**config.mk**
```make
export PLATFORM = sky130hd
export DESIGN_NAME = fb_writer
export DESIGN_NICKNAME = d
export VERILOG_FILES = /design/src/rtl/fb_writer.sv
export SDC_FILE = /design/constraint.sdc
export NUM_CORES = 1
export LEC_CHECK = 0
export CELL_PAD_IN_SITES_DETAIL_PLACEMENT = 0
export CELL_PAD_IN_SITES_GLOBAL_PLACEMENT = 1
export CORE_UTILIZATION = 47
export DETAILED_ROUTE_END_ITERATION = 10
export GPL_ROUTABILITY_DRIVEN = 0
export PLACE_DENSITY = 0.94
export RECOVER_POWER = 100
export SYNTH_ARGS = -nofsm -noshare
export SYNTH_HDL_FRONTEND = slang
export SYNTH_SLANG_ARGS = --single-unit
```
**constraint.sdc**
```tcl
create_clock -name clock -period 10.85 [get_ports clock]
set_input_delay 2.17 -clock clock [delete_from_list [all_inputs] [get_ports clock]]
set_output_delay 2.17 -clock clock [all_outputs]
set_load 0.01 [all_outputs]
```
**src/rtl/fb_writer.sv**
```systemverilog
`default_nettype none
// ============================================================================
// Module      : fb_writer
// Description : Framebuffer write engine. Turns PIXEL / FILL / CLEAR commands
//               into a row-major stream of 16-bit cell writes into the shared
//               framebuffer RAM read by the VGA scan-out stage.
// Revision    : 1.0 - initial release
// ============================================================================
module fb_writer #(
  parameter logic [15:0] MEM_W     = 16'd40,
  parameter logic [15:0] MEM_H     = 16'd30,
  parameter logic [15:0] BASE_ADDR = 16'h0000
) (
  input  logic        clock,
  input  logic        reset,
  input  logic        cmd_valid,
  output logic        cmd_ready,
  input  logic [1:0]  cmd_op,
  input  logic [15:0] cmd_x0,
  input  logic [15:0] cmd_y0,
  input  logic [15:0] cmd_x1,
  input  logic [15:0] cmd_y1,
  input  logic [11:0] cmd_color,
  output logic [15:0] wr_addr,
  output logic [15:0] wr_data,
  output logic        wr_en,
  input  logic        wr_ready,
  output logic        done,
  output logic        err
);

  localparam logic [1:0] OP_PIXEL = 2'd0;
  localparam logic [1:0] OP_FILL  = 2'd1;
  localparam logic [1:0] OP_CLEAR = 2'd2;
  localparam logic [1:0] OP_RSVD  = 2'd3;

  typedef enum logic [0:0] {
    S_IDLE = 1'b0,
    S_RUN  = 1'b1
  } state_t;

  state_t      state_q, state_d;
  logic [15:0] x0_q, x0_d;      // left column of the active region
  logic [15:0] x1_q, x1_d;      // right column (inclusive)
  logic [15:0] y1_q, y1_d;      // bottom row (inclusive)
  logic [15:0] cx_q, cx_d;      // column of the write being presented
  logic [15:0] cy_q, cy_d;      // row of the write being presented
  logic [15:0] addr_q, addr_d;
  logic [15:0] data_q, data_d;
  logic        wr_en_q, wr_en_d;
  logic        done_q, done_d;
  logic        err_q, err_d;

  // Region of the incoming command after op decode and FILL clamping
  logic [15:0] rx0, ry0, rx1, ry1;
  logic [15:0] start_addr;
  logic        reject;

  // Decode the command region, validate it and compute its first address
  always_comb begin
    rx0 = cmd_x0;
    ry0 = cmd_y0;
    rx1 = cmd_x0;
    ry1 = cmd_y0;
    case (cmd_op)
      OP_FILL: begin
        rx1 = (cmd_x1 > MEM_W - 16'd1) ? MEM_W - 16'd1 : cmd_x1;
        ry1 = (cmd_y1 > MEM_H - 16'd1) ? MEM_H - 16'd1 : cmd_y1;
      end
      OP_CLEAR: begin
        rx0 = 16'd0;
        ry0 = 16'd0;
        rx1 = MEM_W - 16'd1;
        ry1 = MEM_H - 16'd1;
      end
      default: ;  // PIXEL and reserved use the single-cell region
    endcase
    reject = (cmd_op == OP_RSVD) || (rx0 >= MEM_W) || (ry0 >= MEM_H) ||
             (rx0 > rx1) || (ry0 > ry1);
    // Row stride is a parameter, so this product reduces to shifts and adds
    start_addr = BASE_ADDR + ry0 * MEM_W + rx0;
  end

  // Next-state logic: accept/reject in IDLE, walk the region in RUN
  always_comb begin
    state_d = state_q;
    x0_d    = x0_q;
    x1_d    = x1_q;
    y1_d    = y1_q;
    cx_d    = cx_q;
    cy_d    = cy_q;
    addr_d  = addr_q;
    data_d  = data_q;
    wr_en_d = wr_en_q;
    done_d  = 1'b0;
    err_d   = 1'b0;
    case (state_q)
      S_IDLE: begin
        if (cmd_valid) begin
          if (reject) begin
            err_d = 1'b1;
          end else begin
            state_d = S_RUN;
            x0_d    = rx0;
            x1_d    = rx1;
            y1_d    = ry1;
            cx_d    = rx0;
            cy_d    = ry0;
            addr_d  = start_addr;
            data_d  = {4'h0, cmd_color};
            wr_en_d = 1'b1;
          end
        end
      end
      S_RUN: begin
        // Outputs hold while the RAM port stalls us
        if (wr_en_q && wr_ready) begin
          if (cx_q < x1_q) begin
            cx_d   = cx_q + 16'd1;
            addr_d = addr_q + 16'd1;
          end else if (cy_q < y1_q) begin
            cx_d   = x0_q;
            cy_d   = cy_q + 16'd1;
            addr_d = addr_q + MEM_W - (x1_q - x0_q);
          end else begin
            state_d = S_IDLE;
            wr_en_d = 1'b0;
            done_d  = 1'b1;
          end
        end
      end
      default: state_d = S_IDLE;
    endcase
  end

  // State and output registers; reset aborts any command in flight at once
  always_ff @(posedge clock or posedge reset) begin
    if (reset) begin
      state_q <= S_IDLE;
      x0_q    <= 16'd0;
      x1_q    <= 16'd0;
      y1_q    <= 16'd0;
      cx_q    <= 16'd0;
      cy_q    <= 16'd0;
      addr_q  <= 16'h0000;
      data_q  <= 16'h0000;
      wr_en_q <= 1'b0;
      done_q  <= 1'b0;
      err_q   <= 1'b0;
    end else begin
      state_q <= state_d;
      x0_q    <= x0_d;
      x1_q    <= x1_d;
      y1_q    <= y1_d;
      cx_q    <= cx_d;
      cy_q    <= cy_d;
      addr_q  <= addr_d;
      data_q  <= data_d;
      wr_en_q <= wr_en_d;
      done_q  <= done_d;
      err_q   <= err_d;
    end
  end

  assign cmd_ready = (state_q == S_IDLE);
  assign wr_addr   = addr_q;
  assign wr_data   = data_q;
  assign wr_en     = wr_en_q;
  assign done      = done_q;
  assign err       = err_q;

endmodule
`default_nettype wire
```
==> impl_metrics.toml, run 1 <==
[status]
status = "finished, violations left"
violations = "max-capacitance violations, max-slew violations"

[synthesis]
synth.distinct_cells = 60
synth-seq-cells = 112
yosysWarnings = 0
synth_adder_area_share_pct = 19.7
synth_flop_cell = "dfrtp_1"
synth_largest_area_cell = "dfrtp_1"
synthMuxAreaShare_pct = 4.23
synth-xor-area-share_pct = 5.04
syn-cell-area_um2 = 9910
synth_edf_count = 0
syn_inst = 1200
synth_top_family_by_area = "adder cells"
synth_compound_area_share_pct = 16.6
synth_seq_area_share_pct = 28.3
postSynthAreaPerCell_um2 = 8.26
yosys.area_share.simple_pct = 19.1
synth-async-reset-ratio_pct = 100
ys_top_cells_by_area = "dfrtp_1, ha_1, nand2_1"
synth_top_cell_area_share_pct = 28.3

[route]
drtPass1Iterations = 5
vias = 8820
drtIter0Drc = 521
drc_errors = 0
wirelength_um = 26900
via_per_inst = 5.64
wire_per_inst_um = 17.2
ant_nets = 0

[floorplanning]
die_area_um2 = 21700
die_w_um = 147
die_h_um = 147
rows = 52
core_um2 = 20400
ios = 118
start_util_pct = 48.5

[pwr]
power_mw = 3.76
p_leak_nw = 5.34
power_density_nw_per_um2 = 327
irDropWorstVdd_mv = 0.279

[cells_and_area]
finish.instance_area_um2 = 11500
fin_nets = 1516
diodes = 0
stdcell_count = 1563
final_cell_mix = "nand2_1, ha_1, inv_1"
final_common_cell = "nand2_1"
utilization_pct = 56.3
drive_above_1_share_pct = 2.47
area_delta_synth_final_pct = 16.1
fill_cells = 1904

[critical_path]
worstSetupPathType = "primary input to flip-flop"
end_kind = "flip-flop"
arrival_ps = 8700
critPathSlowestCell = "clkbuf_1"
required_ps = 11140
slowest_delay_ps = 1450
worstPathCellList = "dlygate4sd3_1 > inv_1 > ha_1 > inv_1 > a21oi_1 > a21oi_1 > ha_1 > nand2_1 > or4_1 > o221a_1 > o21ba_1 > nand2_1 > clkbuf_1 > o32ai_1 > nor2_1"
cp_max_fo = 49
start_kind = "primary input"

[sta]
min_period_ps = 8410
timing_hold_violations_final = 0
clock_skew_ps = 18.7
fin_ws_ps = 2440
maxSlewViolCount = 221
setup_tns_ps = 0
relSlewSlack_pct = -98.7
setup_viol = 0
max_freq_mhz = 119
worst_hold_slack_ps = 471
worst_pin_slew_ps = 2980
rsz0062_at_grt = "no"
fin_crit_sh_pct = 77.5

[cts]
clock_latency_ps = 380
cts_resized = 0
tritoncts = "done"
cts.clk_slew.worst_paths_ps = 80
cts_sinks = 112
cts-root-buf = "clkbuf_16"
cts_setup_buffers = 0
clockBufferDepth = 2
holdBufCountCts = 0
htreeDepth = 3
numCtsBuffers = 9

[run]
cap_violations = 5

[placement]
dp_slack_ps = 3180
portBuffers = 113
hpwl_um = 21000
place_inst = 1547
placed_cell_area_um2 = 11200

[global_routing]
grt_pass1_vias = 8478
track_usage_pct = 25.8
gr-total-overflow = 0
antenna_found_initial = 0
grt_max_degree = 66
grt_first_pass_wirelength_um = 43900

[min_path]
worstHoldPathType = "flip-flop to flip-flop"
flip-flops by register name, indices dropped and copies added, names as in the netlist:
register / flops
wr_en: 1
wr_data: 12
x1_q: 16
wr_addr: 16
done: 1
x0_q: 16
y1_q: 16
cx_q: 16
cy_q: 16
err: 1
state_q: 1
worst paths after layout:
kind / start / to / slack, ps / cells past startpoint
min reg2reg: wr_data[3] / wr_data[3] / 470 / 2
max: cmd_op[0] / cy_q[2] / 2440 / 15
max reg2reg: x1_q[14] / wr_addr[1] / 5220 / 10
min in group asynchronous: reset / x1_q[14] / 3020 / 2
max in group asynchronous: reset / state_q / 3920 / 3
min: wr_data[3] / wr_data[3] / 470 / 2
metal layers:
| layer | routed length, um | share of wire (%) | global-route usage (%) |
|---|---|---|---|
| met5 | 0 | 0 | 0 |
| met4 | 518 | 1.9 | 6.70 |
| met3 | 1910 | 7.1 | 4.10 |
| met2 | 12000 | 44 | 41.1 |
| met1 | 12500 | 47 | 36.2 |
logic make-up after synthesis:
group / after synthesis
AOI/OAI and AO/OA: 268
xor gates and xnor gates: 57
adders and majority gates: 146
buffers and inverters: 173
DFF: 112
muxes: 40
other: 1
and+or+nand+nor: 403
synth_stat cells, drive strengths merged (6+ instances only):
cell,count
nand3,45
ha,129
xor2,14
a21oi,86
o21a,6
inv,124
nor2,63
mux2,9
nand2,158
and3,16
clkbuf,35
nor4,9
nor2b,34
mux2i,31
a31oi,10
o21ai,78
nand4,22
dfrtp,112
a211oi,11
a21o,19
buf,13
nor3,28
o211ai,20
fa,17
xnor2,43
report_power, final:
group,switching (mW),internal [mW]
clock network,0.184,0.164
registers,0.192,0.588
logic,1.51,1.12
total,1.88,1.87
worst max-delay path: cells and delay by family:
| family | cells | cell delay [ps] |
|---|---|---|
| compound gates | 5 | 1160 |
| fa+ha+maj | 2 | 1110 |
| buf+inv | 4 | 2570 |
| simple gates | 4 | 1670 |
layout make-up:
class | instances | area, um2 | area share, %
tap | 270 | 338 | 2.94
clock buffer | 9 | 225 | 1.96
clock inverter | 7 | 70.1 | 0.609
timing repair buffer | 122 | 1180 | 10.3
inverter | 125 | 470 | 4.09
sequential | 112 | 2800 | 24.4
multi-input combinational | 918 | 6410 | 55.8
Note: power is estimated with default switching activity, not from simulation.
==> inputs of run 2 (changes only) <==
Settings changed: CORE_UTILIZATION 47 to 39, PLACE_DENSITY 0.94 to 0.84.
Clock period 10.85 ns to 7.7 ns, I/O delays scaled along.
==> impl_metrics.toml, run 2 (synthesis gave the netlist of run 1 again) <==
[floorplanning]
start_util_pct = 40.3
die_w_um = 161
die_area_um2 = 26100
ios = 118
die_h_um = 161
rows = 57
core_um2 = 24600

[status]
status = "finished, violations left"
violations = "max-capacitance violations, max-slew violations"

[cts]
clockBufferDepth = 2
cts_setup_buffers = 0
cts-root-buf = "clkbuf_16"
clock_latency_ps = 370
tritoncts = "done"
cts_sinks = 112
htreeDepth = 3
cts_resized = 0
holdBufCountCts = 0
numCtsBuffers = 9
cts.clk_slew.worst_paths_ps = 90

[cells_and_area]
drive_above_1_share_pct = 2.85
multiInputGateArea_um2 = 6410
area_delta_synth_final_pct = 17.0
diodes = 0
final-seq-area_um2 = 2800
fill_cells = 2399
final_common_cell = "nand2_1"
fin_nets = 1520
final_cell_mix = "nand2_1, ha_1, inv_1"

[sta]
relSlewSlack_pct = -75.0
setup_viol = 0
min_period_ps = 6910
maxSlewViolCount = 160
max_freq_mhz = 145
fin_crit_sh_pct = 89.8
setup_tns_ps = 0
rsz0062_at_grt = "no"
clock_skew_ps = 19.2
worst_pin_slew_ps = 2610
timing_hold_violations_final = 0
worst_hold_slack_ps = 473
fin_ws_ps = 786

[global_routing]
gr-total-overflow = 0
antenna_found_initial = 0
grt_max_degree = 66
grt_first_pass_wirelength_um = 44900
grt_pass1_vias = 8343
track_usage_pct = 21.8

[critical_path]
end_kind = "flip-flop"
reg2regPathDepth = 10
slowest_delay_ps = 1130
path_depth = 14
worstSetupPathType = "primary input to flip-flop"
crit_path_start = "cmd_op[0]"
cp_max_fo = 42
arrival_ps = 7200
required_ps = 7980
r2r_start = "x1_q[14]"
crit_family = "simple AND/OR/NAND/NOR gates"
start_kind = "primary input"
path_buf_inv = 3
worstPathCellList = "dlygate4sd3_1 > inv_1 > ha_1 > nand2_1 > ha_1 > nand4_1 > nor2_1 > nand2_1 > o31a_1 > a311oi_1 > a21o_1 > and2_0 > buf_4 > mux2i_1"
critPathSlowestCell = "ha_1"

[pwr]
power_density_nw_per_um2 = 457
irDropWorstVdd_mv = 0.228
p_leak_nw = 5.36

[placement]
hpwl_um = 21700
dp_slack_ps = 652
portBuffers = 113

[route]
ant_nets = 0
drtIter0Drc = 435
vias = 8742
drtPass1Iterations = 5
wire_per_inst_um = 17.1
drc_errors = 0
wirelength_um = 27800
via_per_inst = 5.39

[min_path]
min-delay-start = "wr_data[11]"
worstHoldPathType = "flip-flop to flip-flop"
hold_depth = 2

[run]
cap_violations = 4
run 2: through the flow:
step / util [%] / power (mW) / std cells / area [um2]
6_report: 47.1 / 5.30 / 1621 / 11600
5_1_grt: 47.1 / 5.83 / 1621 / 11600
4_1_cts: 47.3 / 5.33 / 1621 / 11600
3_5_place_dp: 46.1 / 4.83 / 1605 / 11300
3_3_place_gp: 46.1 / 4.75 / 1605 / 11300
2_1_floorplan: - / 3.80 / 1203 / 9920
run 2: final timing paths:
| kind | to | slack [ps] |
|---|---|---|
| worst max-delay path | cx_q[12] | 790 |
| worst min-delay path | wr_data[11] | 470 |
| worst max register to register | cx_q[12] | 2590 |
| worst min register to register | wr_data[11] | 470 |
| max in group asynchronous | state_q | 2800 |
| min in group asynchronous | x1_q[13] | 2310 |
run 2: area by class of cell:
class / count / share of cell area, %
multi-input cells: 918 / 55.3
flip-flops and latches: 112 / 24.2
repair buffers: 126 / 10.4
inverters: 125 / 4.06
well taps: 324 / 3.50
clock buffers: 9 / 1.94
clock inverters: 7 / 0.615
run 2: report_power, final:
group	leakage, nW	total (mW)	internal, mW	switching (mW)
sequential	1.42	1.10	0.828	0.270
combinational	3.80	3.71	1.59	2.12
clock	0.145	0.489	0.231	0.258
run 2: worst reg2reg max path, cell delays in order, from the launching register on:
cell	delay, ps
dfrtp_1	510
inv_1	80
ha_1	300
nand4_1	140
a211o_1	300
a21oi_1	390
or2_0	1180
nand2_1	820
and2_0	720
buf_4	380
mux2i_1	200
run 2: layer usage:
| layer | routed length (um) | vias to the layer above | global-route usage (%) |
|---|---|---|---|
| met2 | 11900 | 248 | 32.8 |
| li1 | - | 4355 | - |
| met1 | 14000 | 4116 | 32.6 |
| met4 | 414 | 0 | 5.66 |
| met5 | 0 | - | 0 |
| met3 | 1400 | 23 | 2.82 |
